--- config.mk ---
export PLATFORM = sky130hd
export DESIGN_NAME = second_layer_rolin
export DESIGN_NICKNAME = d
export VERILOG_FILES = /design/src/rtl/bnn_pkg.sv /design/src/rtl/bnn_popcount.sv /design/src/rtl/second_layer_rolin.sv
export SDC_FILE = /design/constraint.sdc
export NUM_CORES = 1
export LEC_CHECK = 0
export BUFFER_PORTS_ARGS = -buffer_cell sky130_fd_sc_hd__buf_2
export CAP_MARGIN = 20
export CORE_MARGIN = 2
export CORE_UTILIZATION = 55
export CTS_BUF_LIST = sky130_fd_sc_hd__clkbuf_16
export DETAILED_ROUTE_END_ITERATION = 10
export GPL_ROUTABILITY_DRIVEN = 1
export MAX_ROUTING_LAYER = met4
export PLACE_DENSITY_LB_ADDON = 0.12
export SYNTH_ARGS = -nofsm -noshare
export SYNTH_HDL_FRONTEND = slang
export SYNTH_SLANG_ARGS = --single-unit
--- constraint.sdc ---
create_clock -name clk -period 4.12 [get_ports clk]
set_input_delay 0.412 -clock clk [delete_from_list [all_inputs] [get_ports clk]]
set_output_delay 0.412 -clock clk [all_outputs]
set_load 0.01 [all_outputs]
--- src/rtl/bnn_pkg.sv ---
// -----------------------------------------------------------------------------
// bnn_pkg
// Shared definitions for the binarized second-layer classifier.
//   state_e   : FSM state encoding (IDLE=0, SCAN=1, DONE=2)
//   popcnt_w  : number of bits needed to hold a popcount of an n-bit vector
// -----------------------------------------------------------------------------
package bnn_pkg;

   typedef enum logic [1:0] {
      IDLE = 2'd0,
      SCAN = 2'd1,
      DONE = 2'd2
   } state_e;

   // Width of a counter able to hold the values 0..n inclusive.
   function automatic int popcnt_w(input int n);
      return $clog2(n + 1);
   endfunction

endpackage

--- src/rtl/bnn_popcount.sv ---
// -----------------------------------------------------------------------------
// bnn_popcount
// Purely combinational population count.
// Parameters:
//   WIDTH : width of the input vector
// Ports:
//   bits  : input  [WIDTH-1:0]            vector to count
//   count : output [popcnt_w(WIDTH)-1:0]  number of ones in bits
// -----------------------------------------------------------------------------
module bnn_popcount
   import bnn_pkg::*;
#(
   parameter int WIDTH = 4,
   localparam int CW = popcnt_w(WIDTH)
) (
   input  logic [WIDTH-1:0] bits,
   output logic [CW-1:0]    count
);

   always_comb begin
      count = '0;
      for (int i = 0; i < WIDTH; i++) begin
         count = count + CW'(bits[i]);
      end
   end

endmodule

--- src/rtl/second_layer_rolin.sv ---
// -----------------------------------------------------------------------------
// second_layer_rolin
// Binarized output layer: scores the captured hidden vector against one binary
// weight row per class (XNOR + popcount), one class per cycle, and reports the
// index of the highest-scoring class (lowest index wins ties).
//
// Parameters:
//   HIDDEN_CNT : hidden-layer bits per inference
//   CLASS_CNT  : number of output classes (>= 2)
//   Weights    : row for class c at [c*HIDDEN_CNT +: HIDDEN_CNT], 1 = +1, 0 = -1
// Ports:
//   clk    : input                       clock, rising edge
//   rst    : input                       asynchronous reset, active low
//   start  : input                       hidden vector valid
//   hidden : input  [HIDDEN_CNT-1:0]     binarized hidden activations
//   klass  : output [$clog2(CLASS_CNT)]  winning class index
//   done   : output                      klass valid
//   score  : output [popcnt_w(HIDDEN_CNT)] winning popcount
//            (present only when SECOND_LAYER_SCORE_OUT_EN is defined)
//
// Optional feature macro: SECOND_LAYER_SCORE_OUT_EN
// -----------------------------------------------------------------------------
module second_layer_rolin
   import bnn_pkg::*;
#(
   parameter int                              HIDDEN_CNT = 4,
   parameter int                              CLASS_CNT  = 4,
   parameter logic [CLASS_CNT*HIDDEN_CNT-1:0] Weights    = '0,
   localparam int SCORE_W = popcnt_w(HIDDEN_CNT),
   localparam int CNT_W   = $clog2(CLASS_CNT)
) (
   input  logic                  clk,
   input  logic                  rst,
   input  logic                  start,
   input  logic [HIDDEN_CNT-1:0] hidden,
   output logic [CNT_W-1:0]      klass,
   output logic                  done
`ifdef SECOND_LAYER_SCORE_OUT_EN
   ,
   output logic [SCORE_W-1:0]    score
`endif
);

   state_e                 state_q, state_d;
   logic [HIDDEN_CNT-1:0]  hidden_q, hidden_d;
   logic [CNT_W-1:0]       cnt_q, cnt_d;
   logic [SCORE_W-1:0]     max_q, max_d;
   logic [CNT_W-1:0]       idx_q, idx_d;
   logic [CNT_W-1:0]       klass_q, klass_d;
   logic                   done_q, done_d;
`ifdef SECOND_LAYER_SCORE_OUT_EN
   logic [SCORE_W-1:0]     score_q, score_d;
`endif

   logic [HIDDEN_CNT-1:0]  row;
   logic [HIDDEN_CNT-1:0]  match;
   logic [SCORE_W-1:0]     cur_score;
   logic                   cnt_last;
   logic                   take;

   // The counter never exceeds CLASS_CNT-1, so the slice stays inside Weights.
   assign row      = Weights[int'(cnt_q)*HIDDEN_CNT +: HIDDEN_CNT];
   assign match    = ~(hidden_q ^ row);
   assign cnt_last = (cnt_q == CNT_W'(CLASS_CNT - 1));
   // Class 0 always seeds the running max; later classes need a strict win,
   // which keeps the lower index on ties.
   assign take     = (cnt_q == '0) || (cur_score > max_q);

   bnn_popcount #(
      .WIDTH (HIDDEN_CNT)
   ) u_popcount (
      .bits  (match),
      .count (cur_score)
   );

   // State register and datapath registers
   always_ff @(posedge clk or negedge rst) begin
      if (!rst) begin
         state_q  <= IDLE;
         hidden_q <= '0;
         cnt_q    <= '0;
         max_q    <= '0;
         idx_q    <= '0;
         klass_q  <= '0;
         done_q   <= 1'b0;
`ifdef SECOND_LAYER_SCORE_OUT_EN
         score_q  <= '0;
`endif
      end else begin
         state_q  <= state_d;
         hidden_q <= hidden_d;
         cnt_q    <= cnt_d;
         max_q    <= max_d;
         idx_q    <= idx_d;
         klass_q  <= klass_d;
         done_q   <= done_d;
`ifdef SECOND_LAYER_SCORE_OUT_EN
         score_q  <= score_d;
`endif
      end
   end

   // Next-state logic
   always_comb begin
      state_d = state_q;
      unique case (state_q)
         IDLE:    if (start) state_d = SCAN;
         SCAN:    if (cnt_last) state_d = DONE;
         // The first DONE cycle always publishes the result; after that the
         // result is held until start is seen low.
         DONE:    if (done_q && !start) state_d = IDLE;
         default: state_d = IDLE;
      endcase
   end

   // Output / datapath logic
   always_comb begin
      hidden_d = hidden_q;
      cnt_d    = cnt_q;
      max_d    = max_q;
      idx_d    = idx_q;
      klass_d  = klass_q;
      done_d   = done_q;
`ifdef SECOND_LAYER_SCORE_OUT_EN
      score_d  = score_q;
`endif
      unique case (state_q)
         IDLE: begin
            done_d = 1'b0;
            if (start) begin
               hidden_d = hidden;
               cnt_d    = '0;
               max_d    = '0;
               idx_d    = '0;
            end
         end
         SCAN: begin
            if (take) begin
               max_d = cur_score;
               idx_d = cnt_q;
            end
            if (!cnt_last) begin
               cnt_d = cnt_q + CNT_W'(1);
            end
         end
         DONE: begin
            if (!done_q) begin
               done_d  = 1'b1;
               klass_d = idx_q;
`ifdef SECOND_LAYER_SCORE_OUT_EN
               score_d = max_q;
`endif
            end else if (!start) begin
               done_d = 1'b0;
            end
         end
         default: done_d = 1'b0;
      endcase
   end

   assign klass = klass_q;
   assign done  = done_q;
`ifdef SECOND_LAYER_SCORE_OUT_EN
   assign score = score_q;
`endif

endmodule

# == Word level (Yosys, flattened, before mapping) ==
# Index checks and enable logic that the tools add are counted.
# totals
elab_cells,50
ff_bits,16
out_inout_bits,3
# op_classes
n_bitwise,3
n_reduce_logical,11
muxes,15
n_eq_ne,8
magnitude_cmp,1
addsub,4
shift,1
# op_table
op,n
variable part select 16 x 5 -> 4 bit (first input constant),1
two-way mux 2 bit,6
!= test 2 bit (second input constant),5
AND reduction 3 bit,3
one-hot mux 2 bit (2 select lines),2
adder 3 x 1 -> 3 bit,2
two-way mux 3 bit,2
one-hot mux 2 bit (3 select lines),1
one-hot mux 3 bit (2 select lines),1
== test 2 bit (second input constant),2
logical NOT 2 bit,2
inverter 4 bit,1
AND reduction 2 bit,2
bitwise XOR 4 bit,1
greater-than comparator 3 bit,1
adder 1 x 1 -> 2 bit,1
adder 2 x 1 -> 2 bit (second input constant),1
== test 2 x 1 -> 1 bit (second input constant),1
two-way mux 1 bit,2
one-hot mux 1 bit (2 select lines),1
nonzero test 2 bit,1
logical AND 1 bit,1
logical NOT 1 bit,1
logical OR 1 bit,1
inverter 1 bit,1

# == Depth between registers and ports, before layout ==
# Gate-level depths: netlist of run 1.
# logic_depth
depth_word,10
mapped_depth,9
depth_no_buf,9

# == Hierarchy ==
# From an unflattened synthesis of run 1, not the netlist that was laid out.
# unflattened
hier_cells,74
area_unflattened_um2,835.8
# by_module_without_submodules
module,n_inst,cells_per_inst,seq_area_each_um2,area_each_um2
second_layer_rolin,1,66,400.4,772.0
bnn_popcount,1,8,0.0,63.8

# == Least setup slack after synthesis of run 1 ==
# OpenSTA, ideal clock, no wires.
# synth_path
path_type,reg-to-reg
startpoint,register hidden_q[0]
endpoint,register idx_q[0]
setup_slack_ns,1.771
path_buffers,0
arrival_ns,2.228
synth_period_minus_slack_ns,2.349
path_stages_with_launch,10
setup_time_ns,0.121
cell_sequence,dfrtp_1 inv_1 ha_1 fa_1 ha_1 ha_1 and3_1 a21oi_2 o21bai_4 a22o_1
# synth_between
elab_chain_cells,9
# synth_lines
item,line_no,text
from (decl),second_layer_rolin.sv:45,"logic [HIDDEN_CNT-1:0] hidden_q, hidden_d;"
from (signal assigned),second_layer_rolin.sv:91,hidden_q <= hidden_d;
bitwise XOR 4 bit,second_layer_rolin.sv:63,assign match = ~(hidden_q ^ row);
inverter 4 bit,second_layer_rolin.sv:63,
adder 1 x 1 -> 2 bit,bnn_popcount.sv:23,count = count + CW'(bits[i]);
adder 3 x 1 -> 3 bit (2 in a row),bnn_popcount.sv:23,
greater-than comparator 3 bit,second_layer_rolin.sv:67,assign take = (cnt_q == '0) || (cur_score > max_q);
logical OR 1 bit,second_layer_rolin.sv:67,
!= test 2 bit (no source line),--,
AND reduction 3 bit (no source line),--,
to (signal assigned),second_layer_rolin.sv:94,idx_q <= idx_d;
to (decl),second_layer_rolin.sv:48,"logic [CNT_W-1:0] idx_q, idx_d;"
# No other way between the ends.
# A chain may end at the register's enable or synchronous reset.

# == Worst setup path in the final report of run 1 ==
# layout_path
startpoint,register hidden_q[0]
endpoint,register max_q[1]
# layout_between
elab_chain_cells,9
# layout_lines
item,line_no,text
bitwise XOR 4 bit (*),second_layer_rolin.sv:63,
inverter 4 bit (*),second_layer_rolin.sv:63,
adder 1 x 1 -> 2 bit (*),bnn_popcount.sv:23,
adder 3 x 1 -> 3 bit (*) (2 in a row),bnn_popcount.sv:23,
greater-than comparator 3 bit,second_layer_rolin.sv:67,
logical OR 1 bit,second_layer_rolin.sv:67,
!= test 2 bit (no source line),--,
AND reduction 3 bit (no source line),--,
to (signal assigned),second_layer_rolin.sv:93,max_q <= max_d;
to (decl),second_layer_rolin.sv:47,"logic [SCORE_W-1:0] max_q, max_d;"
# Every way passes the cells marked *; elsewhere a longest branch is shown, timed or not. The select of a mux whose other input is x is not followed.

==> impl_metrics.yaml, run 1 <==
final_layout:
  final_layout_size_suffix_gt1_frac: 0.207
  insertedDiodeCount: 0
  multiInputGateArea_um2: 360
  fillers: 95
  nNetsFinal: 99
  final-seq-area_um2: 400
  area_growth_syn_to_layout_pct: 17.4
sta:
  final_min_period_over_clock_period: 0.608
  maximum_clock_frequency_mhz: 399
  timing_hold_violations_final: 0
  rsz0062_at_grt: "false"
  slew_violations: 0
  fin_crit_ns: 2.50
  timing.max_slew.rel_slack: 0.728
  skew_ns: 0.00119
  timing.final.setup_violations: 0
  timing.setup.tns_ns: 0
  tightest_slew_ns: 0.405
floorplanning:
  i_o_pin_cnt: 10
  rows: 13
  die-area_um2: 1770
  die-height_um: 42.1
  die_x_um: 42.1
  initial_core_util: 0.598
  coreArea_um2: 1330
critical_path:
  crit_type: "register to register"
  worstPathArrival_ns: 2.68
  highest_fanout_seen_on_the_critical_path: 5
  worst_setup_path_start_kind: "register"
  required_ns: 4.30
  timing.critical_path.to_type: "register"
grt:
  global_route.peak_usage_layer: "met2"
  pin_count_of_the_biggest_net_entering_global_routing: 17
  met3_usage: 0.0388
  grt.total_usage: 0.193
  use_met2: 0.284
  grt_pass1_vias: 521
  grt_pass1_wl_um: 2450
  met1_usage: 0.253
  grt_overflow: 0
  grt_antenna_before_repair: 0
status:
  outcome: "completed"
clock_network:
  cts.clk_slew.worst_paths_ns: 0.05
  cts_resized: 0
  worst_skew_pair.late_latency_ns: 0.24
  hold_buffers: 0
  cts_tree: "built"
  clock_tree.root_cell: "sky130_fd_sc_hd__clkbuf_16"
  clock_tree.htree_level_count: 1
  cts_setup_buffers: 0
  clock_path_buffers: 2
  cts_num_sinks: 16
  cts-buffers-inserted: 3
detailed_routing:
  iteration_0_drc_markers: 2
  antenna_violating_nets_post_route: 0
  drtPass1Iterations: 3
  post-route-drc-count: 0
  avgViaCountPerCell: 5.55
  postRouteWirelength_um: 1360
  vias: 538
  per_cell_routed_wire_length_um: 14.0
synthesis:
  synth_top_cells_by_area: "sky130_fd_sc_hd__dfrtp_1 50%, sky130_fd_sc_hd__ha_1 11%, sky130_fd_sc_hd__a22o_1 6.6%"
  synth-warning-count: 0
  synth.avg_cell_area_um2: 11.4
  post_synth_instance_area_um2: 798
  synth.ff_latch_count: 16
  post-synth-top-area-cell: "sky130_fd_sc_hd__dfrtp_1"
  syn_nets: 85
  syn_inst: 70
  synth_top_area_share: 0.502
  synth_sequential_area_ratio: 0.502
  synth.lib_cells_used.distinct: 22
flow_run:
  cap_viol_max_count: 0
place:
  dp_hpwl_um: 977
  place.port_buffers: 9
  finalWeightedCongestion: 0.815
worst_hold_path:
  holdCritPathClass: "primary input to asynchronous set/reset pin"
==> synthesized netlist by cell type <==
| library cell | count |
|---|---|
| sky130_fd_sc_hd__nand2_1 | 4 |
| sky130_fd_sc_hd__fa_1 | 1 |
| sky130_fd_sc_hd__nand3b_1 | 1 |
| sky130_fd_sc_hd__nor2_1 | 1 |
| sky130_fd_sc_hd__dfrtp_1 | 16 |
| sky130_fd_sc_hd__a22o_1 | 6 |
| sky130_fd_sc_hd__a21oi_2 | 1 |
| sky130_fd_sc_hd__o21a_1 | 1 |
| sky130_fd_sc_hd__o21bai_4 | 1 |
| sky130_fd_sc_hd__a21oi_1 | 3 |
| sky130_fd_sc_hd__ha_1 | 7 |
| sky130_fd_sc_hd__nor3_1 | 1 |
| sky130_fd_sc_hd__nor3_2 | 1 |
| sky130_fd_sc_hd__mux2_2 | 2 |
| sky130_fd_sc_hd__and2b_1 | 1 |
| sky130_fd_sc_hd__a21o_1 | 3 |
| sky130_fd_sc_hd__and3_1 | 1 |
| sky130_fd_sc_hd__o21ai_0 | 5 |
| sky130_fd_sc_hd__nand2b_1 | 2 |
| sky130_fd_sc_hd__nand3_1 | 1 |
| sky130_fd_sc_hd__o21bai_1 | 1 |
| sky130_fd_sc_hd__inv_1 | 10 |
==> routing by layer <==
layer	part of all wire	wire length, um
met1	0.48	650
met2	0.47	637
met3	0.029	39
met4	0.020	27
met5	0	0
==> logic make-up (layout without fill, tap and decap cells) <==
| family | count (synthesis) | in the layout | share of synthesized area |
|---|---|---|---|
| AOI/OAI and AO/OA | 21 | 21 | 0.197 |
| DFF | 16 | 16 | 0.502 |
| and+or+nand+nor | 13 | 13 | 0.0909 |
| buffers and inverters | 10 | 22 | 0.0470 |
| adders and majority gates | 8 | 8 | 0.135 |
| muxes | 2 | 2 | 0.0282 |
==> through the flow <==
stage          cells  hold slack (ns)  cell area [um^2]   util  setup slack, ns
2_1_floorplan     70            0.116               798      -             1.77
3_3_place_gp      94            0.340               862  0.646             1.66
3_5_place_dp      94            0.346               862  0.646             1.65
4_1_cts           97           0.0897               937  0.703             1.61
5_1_grt           97            0.113               937  0.703             1.49
6_report          97           0.0710               937  0.703             1.62
==> registers in the layout, indices dropped and copies added (netlist names) <==
signal    flops
idx_q         2
max_q         3
hidden_q      4
klass         2
done          1
cnt_q         2
state_q       2
==> worst paths after layout <==
check | start | endpoint | slack (ns) | depth (start not counted)
setup / recovery | hidden_q[0] | max_q[1] | 1.62 | 9
hold / removal | rst | idx_q[1] | 0.07 | 1
setup reg to reg | hidden_q[0] | max_q[1] | 1.62 | 9
hold reg to reg | klass[1] | klass[1] | 0.49 | 1
max in group asynchronous | rst | hidden_q[3] | 3.79 | 1
min in group clk | hidden[2] | hidden_q[2] | 0.37 | 3
==> critical path, stage by stage, from the launching register on <==
cell and delay (ns):
sky130_fd_sc_hd__dfrtp_1 0.31, sky130_fd_sc_hd__inv_1 0.05, sky130_fd_sc_hd__ha_1 0.31, sky130_fd_sc_hd__fa_1 0.40
sky130_fd_sc_hd__ha_1 0.31, sky130_fd_sc_hd__ha_1 0.30, sky130_fd_sc_hd__and3_1 0.20, sky130_fd_sc_hd__a21oi_2 0.18
sky130_fd_sc_hd__o21a_1 0.23, sky130_fd_sc_hd__a22o_1 0.16
==> cell usage in the layout (no fill, tap or decap) <==
cell                         n
sky130_fd_sc_hd__a21o_1      3
sky130_fd_sc_hd__a21oi_1     3
sky130_fd_sc_hd__a21oi_2     1
sky130_fd_sc_hd__a22o_1      6
sky130_fd_sc_hd__and2b_1     1
sky130_fd_sc_hd__and3_1      1
sky130_fd_sc_hd__buf_2       9
sky130_fd_sc_hd__clkbuf_16   3
sky130_fd_sc_hd__dfrtp_1    16
sky130_fd_sc_hd__fa_1        1
sky130_fd_sc_hd__ha_1        7
sky130_fd_sc_hd__inv_1      10
sky130_fd_sc_hd__mux2_2      2
sky130_fd_sc_hd__nand2_1     4
sky130_fd_sc_hd__nand2b_1    2
sky130_fd_sc_hd__nand3_1     1
sky130_fd_sc_hd__nand3b_1    1
sky130_fd_sc_hd__nor2_1      1
sky130_fd_sc_hd__nor3_1      1
sky130_fd_sc_hd__nor3_2      1
sky130_fd_sc_hd__o21a_1      1
sky130_fd_sc_hd__o21ai_0     5
sky130_fd_sc_hd__o21bai_1    1
sky130_fd_sc_hd__o21bai_4    1
==> final cells by class <==
cell class                 instances  share of cell area
clock buffer                       3              0.0801
inverter                          10              0.0401
multi-input combinational         44               0.385
sequential                        16               0.427
tap                               15              0.0200
timing repair buffer               9              0.0481
Power of run 1 is left out: the tool's default activity adds up to more than one toggle a clock period on the data nets, which glitch-free logic cannot reach.
==> run 2, diff against run 1 <==
ABC_AREA = 1   (was not set)
CORE_UTILIZATION = 50   (was 55)
clock period = 2.3 ns   (was 4.12 ns; I/O delays follow)
==> impl_metrics.yaml, run 2 <==
floorplanning:
  initial_core_util: 0.524
  i_o_pin_cnt: 10
  die-height_um: 46.1
  coreArea_um2: 1690
  die_x_um: 46.1
  die-area_um2: 2120
  rows: 15
flow_run:
  cap_viol_max_count: 0
critical_path:
  r2r_depth: 13
  required_ns: 2.49
  crit_type: "register to register"
  timing.critical_path.to_type: "register"
  worstPathArrival_ns: 2.37
  worst_setup_path_start_kind: "register"
  highest_fanout_seen_on_the_critical_path: 6
clock_network:
  worst_skew_pair.late_latency_ns: 0.24
  cts-buffers-inserted: 3
  cts_setup_buffers: 0
  clock_tree.root_cell: "sky130_fd_sc_hd__clkbuf_16"
  clock_tree.htree_level_count: 1
  clock_path_buffers: 2
  cts_num_sinks: 16
  cts_tree: "built"
  cts.clk_slew.worst_paths_ns: 0.05
grt:
  grt_pass1_vias: 553
  grt_overflow: 0
  grt_pass1_wl_um: 2340
  met1_usage: 0.219
  global_route.peak_usage_layer: "met2"
  grt.total_usage: 0.165
  grt_antenna_before_repair: 0
  pin_count_of_the_biggest_net_entering_global_routing: 17
  use_met2: 0.244
  met3_usage: 0.0353
final_layout:
  final_core_utilization: 0.641
  final_instance_area_um2: 1080
  nNetsFinal: 124
  insertedDiodeCount: 0
  area_growth_syn_to_layout_pct: 22.5
  largest_registers: "hidden_q x4, max_q x3"
  regMostFlops: "hidden_q"
  largest_register_ffs: 4
  final_layout_size_suffix_gt1_frac: 0.324
  fillers: 143
  most_frequent_cells_in_the_layout: "16 x sky130_fd_sc_hd__inv_1, 16 x sky130_fd_sc_hd__dfrtp_1, 13 x sky130_fd_sc_hd__nand2_1, 9 x sky130_fd_sc_hd__nand3_1, 9 x sky130_fd_sc_hd__buf_2"
worst_hold_path:
  holdCritPathClass: "primary input to register"
  whs_path_depth: 3
detailed_routing:
  vias: 618
  drtPass1Iterations: 2
  avgViaCountPerCell: 4.94
  iteration_0_drc_markers: 7
  antenna_violating_nets_post_route: 0
  postRouteWirelength_um: 1510
  post-route-drc-count: 0
  per_cell_routed_wire_length_um: 12.1
sta:
  skew_ns: 0.000998
  maximum_clock_frequency_mhz: 459
  timing.final.setup_violations: 0
  rsz0062_at_grt: "false"
  final_min_period_over_clock_period: 0.948
  slew_violations: 0
  timing.max_slew.rel_slack: 0.752
  tightest_slew_ns: 0.372
  fin_crit_ns: 2.18
  finalHoldWorstSlack_ns: 0.221
  timing.setup.tns_ns: 0
  timing_hold_violations_final: 0
place:
  place.port_buffers: 9
  area_after_dpl_um2: 946
  finalWeightedCongestion: 0.789
  dp_hpwl_um: 1010
synthesis:
  synth.avg_cell_area_um2: 9.51
  synth.lib_cells_used.distinct: 17
  share_of_synthesized_flip_flops_with_an_asynchronous_set_or_reset: 1.00
  synth_top_cells_by_area: "sky130_fd_sc_hd__dfrtp_1 45%, sky130_fd_sc_hd__ha_1 9.9%, sky130_fd_sc_hd__inv_1 6.8%"
  post_synth_instance_area_um2: 885
  synth.ff_latch_count: 16
  synth_sequential_area_ratio: 0.453
  syn_nets: 108
  synth-warning-count: 0
  number_of_flops_mapped_to_enable_cells_by_yosys: 0
  synth_top_area_share: 0.453
  syn_inst: 93
  post_synth_most_frequent_cells: "16 x sky130_fd_sc_hd__dfrtp_1, 16 x sky130_fd_sc_hd__inv_1, 13 x sky130_fd_sc_hd__nand2_1"
  synth-main-ff-cell: "sky130_fd_sc_hd__dfrtp_1"
  post-synth-top-area-cell: "sky130_fd_sc_hd__dfrtp_1"
status:
  outcome: "completed"
power_and_ir_drop:
  powerDensity_nw_per_um2: 1700
  total_power_mw: 1.84
  cellLeakagePower_nw: 0.563
  peakVddDrop_v: 0.000806
[run 2: cell count changes after synthesis, moves of 6 or more]
cell	change
sky130_fd_sc_hd__a22o_1	-6
sky130_fd_sc_hd__inv_1	+6
sky130_fd_sc_hd__nand2_1	+9
sky130_fd_sc_hd__nand3_1	+8
sky130_fd_sc_hd__nor2_1	+7
[run 2: kinds of logic after synthesis]
| logic type | after synthesis | synth area share |
|---|---|---|
| compound gates | 11 | 0.0834 |
| fa+ha+maj | 8 | 0.122 |
| buf+inv | 18 | 0.0948 |
| flops | 16 | 0.453 |
| mux | 2 | 0.0339 |
| simple gates | 38 | 0.214 |
[run 2: final cells by class]
cell class	count	area (um^2)	share of cell area
flip-flops and latches	16	400	0.370
repair buffers	12	70.1	0.0647
clock buffers	3	75.1	0.0693
multi-input cells	59	449	0.415
inverters	17	63.8	0.0589
clock inverters	1	3.75	0.00346
well taps	17	21.3	0.0196
[run 2: report_power, final]
part / total [mW] / leakage (nW) / switching [mW] / internal [mW]
Combinational: 1.04 / 0.323 / 0.601 / 0.439
Sequential: 0.460 / 0.201 / 0.0579 / 0.402
Clock: 0.338 / 0.0385 / 0.107 / 0.231
[run 2: critical path, cell delays in order, from the launching register on]
cell                      delay [ns]
sky130_fd_sc_hd__dfrtp_1        0.36
sky130_fd_sc_hd__inv_1          0.07
sky130_fd_sc_hd__ha_1           0.23
sky130_fd_sc_hd__fa_2           0.36
sky130_fd_sc_hd__ha_4           0.26
sky130_fd_sc_hd__ha_4           0.27
sky130_fd_sc_hd__nand3_1        0.06
sky130_fd_sc_hd__nand2_1        0.07
sky130_fd_sc_hd__nand2_1        0.04
sky130_fd_sc_hd__nand2_1        0.10
sky130_fd_sc_hd__nand2_4        0.09
sky130_fd_sc_hd__nand2_4        0.09
sky130_fd_sc_hd__nand2_1        0.06
sky130_fd_sc_hd__nand2_1        0.05
[run 2: repair_timing]
action,CTS,global route
setup endpoints to repair,5,5
hold endpoints to repair,16,0
gates resized for setup,5,1
pin swaps,3,2
hold buffers,1,0
[run 2: layer usage]
metal  vias to the layer above  share of wire
li1                        325              -
met1                       281           0.50
met2                         9           0.45
met3                         3          0.032
met4                         0          0.014
met5                         -              0
[run 2: final timing paths]
| kind | to | slack, ns | startpoint |
|---|---|---|---|
| worst max-delay path | idx_q[1] | 0.12 | hidden_q[1] |
| worst min-delay path | hidden_q[1] | 0.22 | hidden[1] |
| worst max register to register | idx_q[1] | 0.12 | hidden_q[1] |
| worst min register to register | klass[1] | 0.50 | klass[1] |
| max in group asynchronous | hidden_q[0] | 1.58 | rst |
| min in group asynchronous | done | 0.45 | rst |
[run 2: stage by stage]
| step | worst slack [ns] | instances |
|---|---|---|
| 2_1_floorplan | 0.0793 | 93 |
| 3_3_place_gp | -0.0635 | 120 |
| 3_5_place_dp | -0.0802 | 120 |
| 4_1_cts | 0.0136 | 125 |
| 5_1_grt | 0.0165 | 125 |
| 6_report | 0.119 | 125 |
No activity file was read; power rests on OpenSTA's default activity.
==> run 3, diff against run 2 <==
--- a/config.mk
+++ b/config.mk
@@ -14,5 +14,4 @@
 export DETAILED_ROUTE_END_ITERATION = 10
 export GPL_ROUTABILITY_DRIVEN = 1
-export MAX_ROUTING_LAYER = met4
 export PLACE_DENSITY_LB_ADDON = 0.12
 export SYNTH_ARGS = -nofsm -noshare
==> constraint.sdc (replaced) <==
create_clock -name clk -period 2.3 [get_ports clk]
set_input_delay 0.46 -clock clk [delete_from_list [all_inputs] [get_ports clk]]
set_output_delay 0.46 -clock clk [all_outputs]
set_load 0.01 [all_outputs]
==> impl_metrics.yaml, run 3 (same netlist as run 2, synthesis figures left out) <==
final_layout:
  largest_registers: "hidden_q x4, max_q x3"
  final_layout_size_suffix_gt1_frac: 0.327
  area_growth_syn_to_layout_pct: 21.4
  final_core_utilization: 0.636
  final_instance_area_um2: 1070
  most_frequent_cells_in_the_layout: "16 x sky130_fd_sc_hd__inv_1, 16 x sky130_fd_sc_hd__dfrtp_1, 13 x sky130_fd_sc_hd__nand2_1, 9 x sky130_fd_sc_hd__nand3_1, 9 x sky130_fd_sc_hd__buf_2"
  insertedDiodeCount: 0
  largest_register_ffs: 4
  regMostFlops: "hidden_q"
  nNetsFinal: 123
  fillers: 144
grt:
  grt_pass1_wl_um: 2310
  grt_antenna_before_repair: 0
  pin_count_of_the_biggest_net_entering_global_routing: 17
  grt_overflow: 0
  grt.total_usage: 0.159
  grt_pass1_vias: 541
clock_network:
  hold_buffers: 0
  clock_tree.root_cell: "sky130_fd_sc_hd__clkbuf_16"
  clock_path_buffers: 2
  worst_skew_pair.late_latency_ns: 0.24
  clock_tree.htree_level_count: 1
  cts_tree: "built"
  cts.clk_slew.worst_paths_ns: 0.05
  cts_setup_buffers: 0
  cts-buffers-inserted: 3
  cts_num_sinks: 16
detailed_routing:
  drtPass1Iterations: 2
  iteration_0_drc_markers: 7
  avgViaCountPerCell: 4.95
  postRouteWirelength_um: 1490
  post-route-drc-count: 0
  antenna_violating_nets_post_route: 0
  vias: 614
  per_cell_routed_wire_length_um: 12.0
sta:
  fin_crit_ns: 2.18
  timing_hold_violations_final: 0
  final_min_period_over_clock_period: 0.948
  timing.setup.tns_ns: 0
  postLayoutSetupSlackWorst_ns: 0.119
  timing.max_slew.rel_slack: 0.752
  tightest_slew_ns: 0.372
  slew_violations: 0
  maximum_clock_frequency_mhz: 459
  rsz0062_at_grt: "false"
  timing.final.setup_violations: 0
  skew_ns: 0.000998
critical_path:
  worst_setup_path_start_kind: "register"
  required_ns: 2.49
  crit_type: "register to register"
  worstPathArrival_ns: 2.37
  highest_fanout_seen_on_the_critical_path: 6
  timing.critical_path.to_type: "register"
  reg2reg_slack_ns: 0.12
floorplanning:
  initial_core_util: 0.524
  i_o_pin_cnt: 10
  rows: 15
  die-area_um2: 2120
  die-height_um: 46.1
  die_x_um: 46.1
  coreArea_um2: 1690
flow_run:
  cap_viol_max_count: 0
power_and_ir_drop:
  cellLeakagePower_nw: 0.558
  powerDensity_nw_per_um2: 1710
  peakVddDrop_v: 0.000806
place:
  place.port_buffers: 9
  place_ws_ns: -0.0802
  dp_hpwl_um: 1010
  area_after_dpl_um2: 946
  finalWeightedCongestion: 0.778
status:
  outcome: "completed"
worst_hold_path:
  holdCritPathClass: "primary input to asynchronous set/reset pin"
## run 3: changes by cell type in the layout (fill, tap and decap cells not counted)
cell,delta
sky130_fd_sc_hd__dlygate4sd3_1,-1
## run 3: through the flow
step	power (mW)	cells	hold WS [ns]
finish	1.84	124	0.126
global route	2.00	124	0.147
CTS	1.80	124	0.130
detailed placement	1.35	120	0.392
global placement	1.34	120	0.394
floorplan	1.17	93	0.164
## run 3: critical path: stages (launching register included)
cell,delay [ns]
sky130_fd_sc_hd__dfrtp_1,0.36
sky130_fd_sc_hd__inv_1,0.07
sky130_fd_sc_hd__ha_1,0.23
sky130_fd_sc_hd__fa_2,0.36
sky130_fd_sc_hd__ha_4,0.26
sky130_fd_sc_hd__ha_4,0.27
sky130_fd_sc_hd__nand3_1,0.06
sky130_fd_sc_hd__nand2_1,0.07
sky130_fd_sc_hd__nand2_1,0.04
sky130_fd_sc_hd__nand2_1,0.10
sky130_fd_sc_hd__nand2_4,0.09
sky130_fd_sc_hd__nand2_4,0.09
sky130_fd_sc_hd__nand2_1,0.06
sky130_fd_sc_hd__nand2_1,0.05
## run 3: per-layer routing
layer  up-vias  track usage  part of all wire
met5         -            0                 0
li1        323            -                 -
met2         9        0.239              0.44
met4         0       0.0686             0.014
met3         3       0.0353             0.032
met1       279        0.219              0.51
## run 3: worst paths after layout
| path | cells after the start | startpoint | end |
|---|---|---|---|
| hold / removal | 1 | rst | done |
| setup reg to reg | 13 | hidden_q[1] | idx_q[1] |
| setup / recovery | 13 | hidden_q[1] | idx_q[1] |
| min in group clk | 3 | hidden[1] | hidden_q[1] |
| max in group asynchronous | 1 | rst | hidden_q[0] |
| hold reg to reg | 1 | klass[1] | klass[1] |
## run 3: timing repair
item,CTS,global route
endpoints found under the setup margin,5,5
gates resized for setup,5,1
endpoints found under the hold margin,0,0
pin swaps,3,2
## run 3: cell type report
type | instances | area (um^2) | share of cell area
inverter | 17 | 63.8 | 0.0594
clock inverter | 1 | 3.75 | 0.00350
clock buffer | 3 | 75.1 | 0.0699
tap | 17 | 21.3 | 0.0198
sequential | 16 | 400 | 0.373
multi-input combinational | 59 | 449 | 0.418
timing repair buffer | 11 | 60.1 | 0.0559
## run 3: power breakdown
part / switching (mW) / leakage [nW] / internal (mW)
sequential: 0.0578 / 0.201 / 0.402
clock: 0.107 / 0.0385 / 0.231
combinational: 0.601 / 0.319 / 0.438
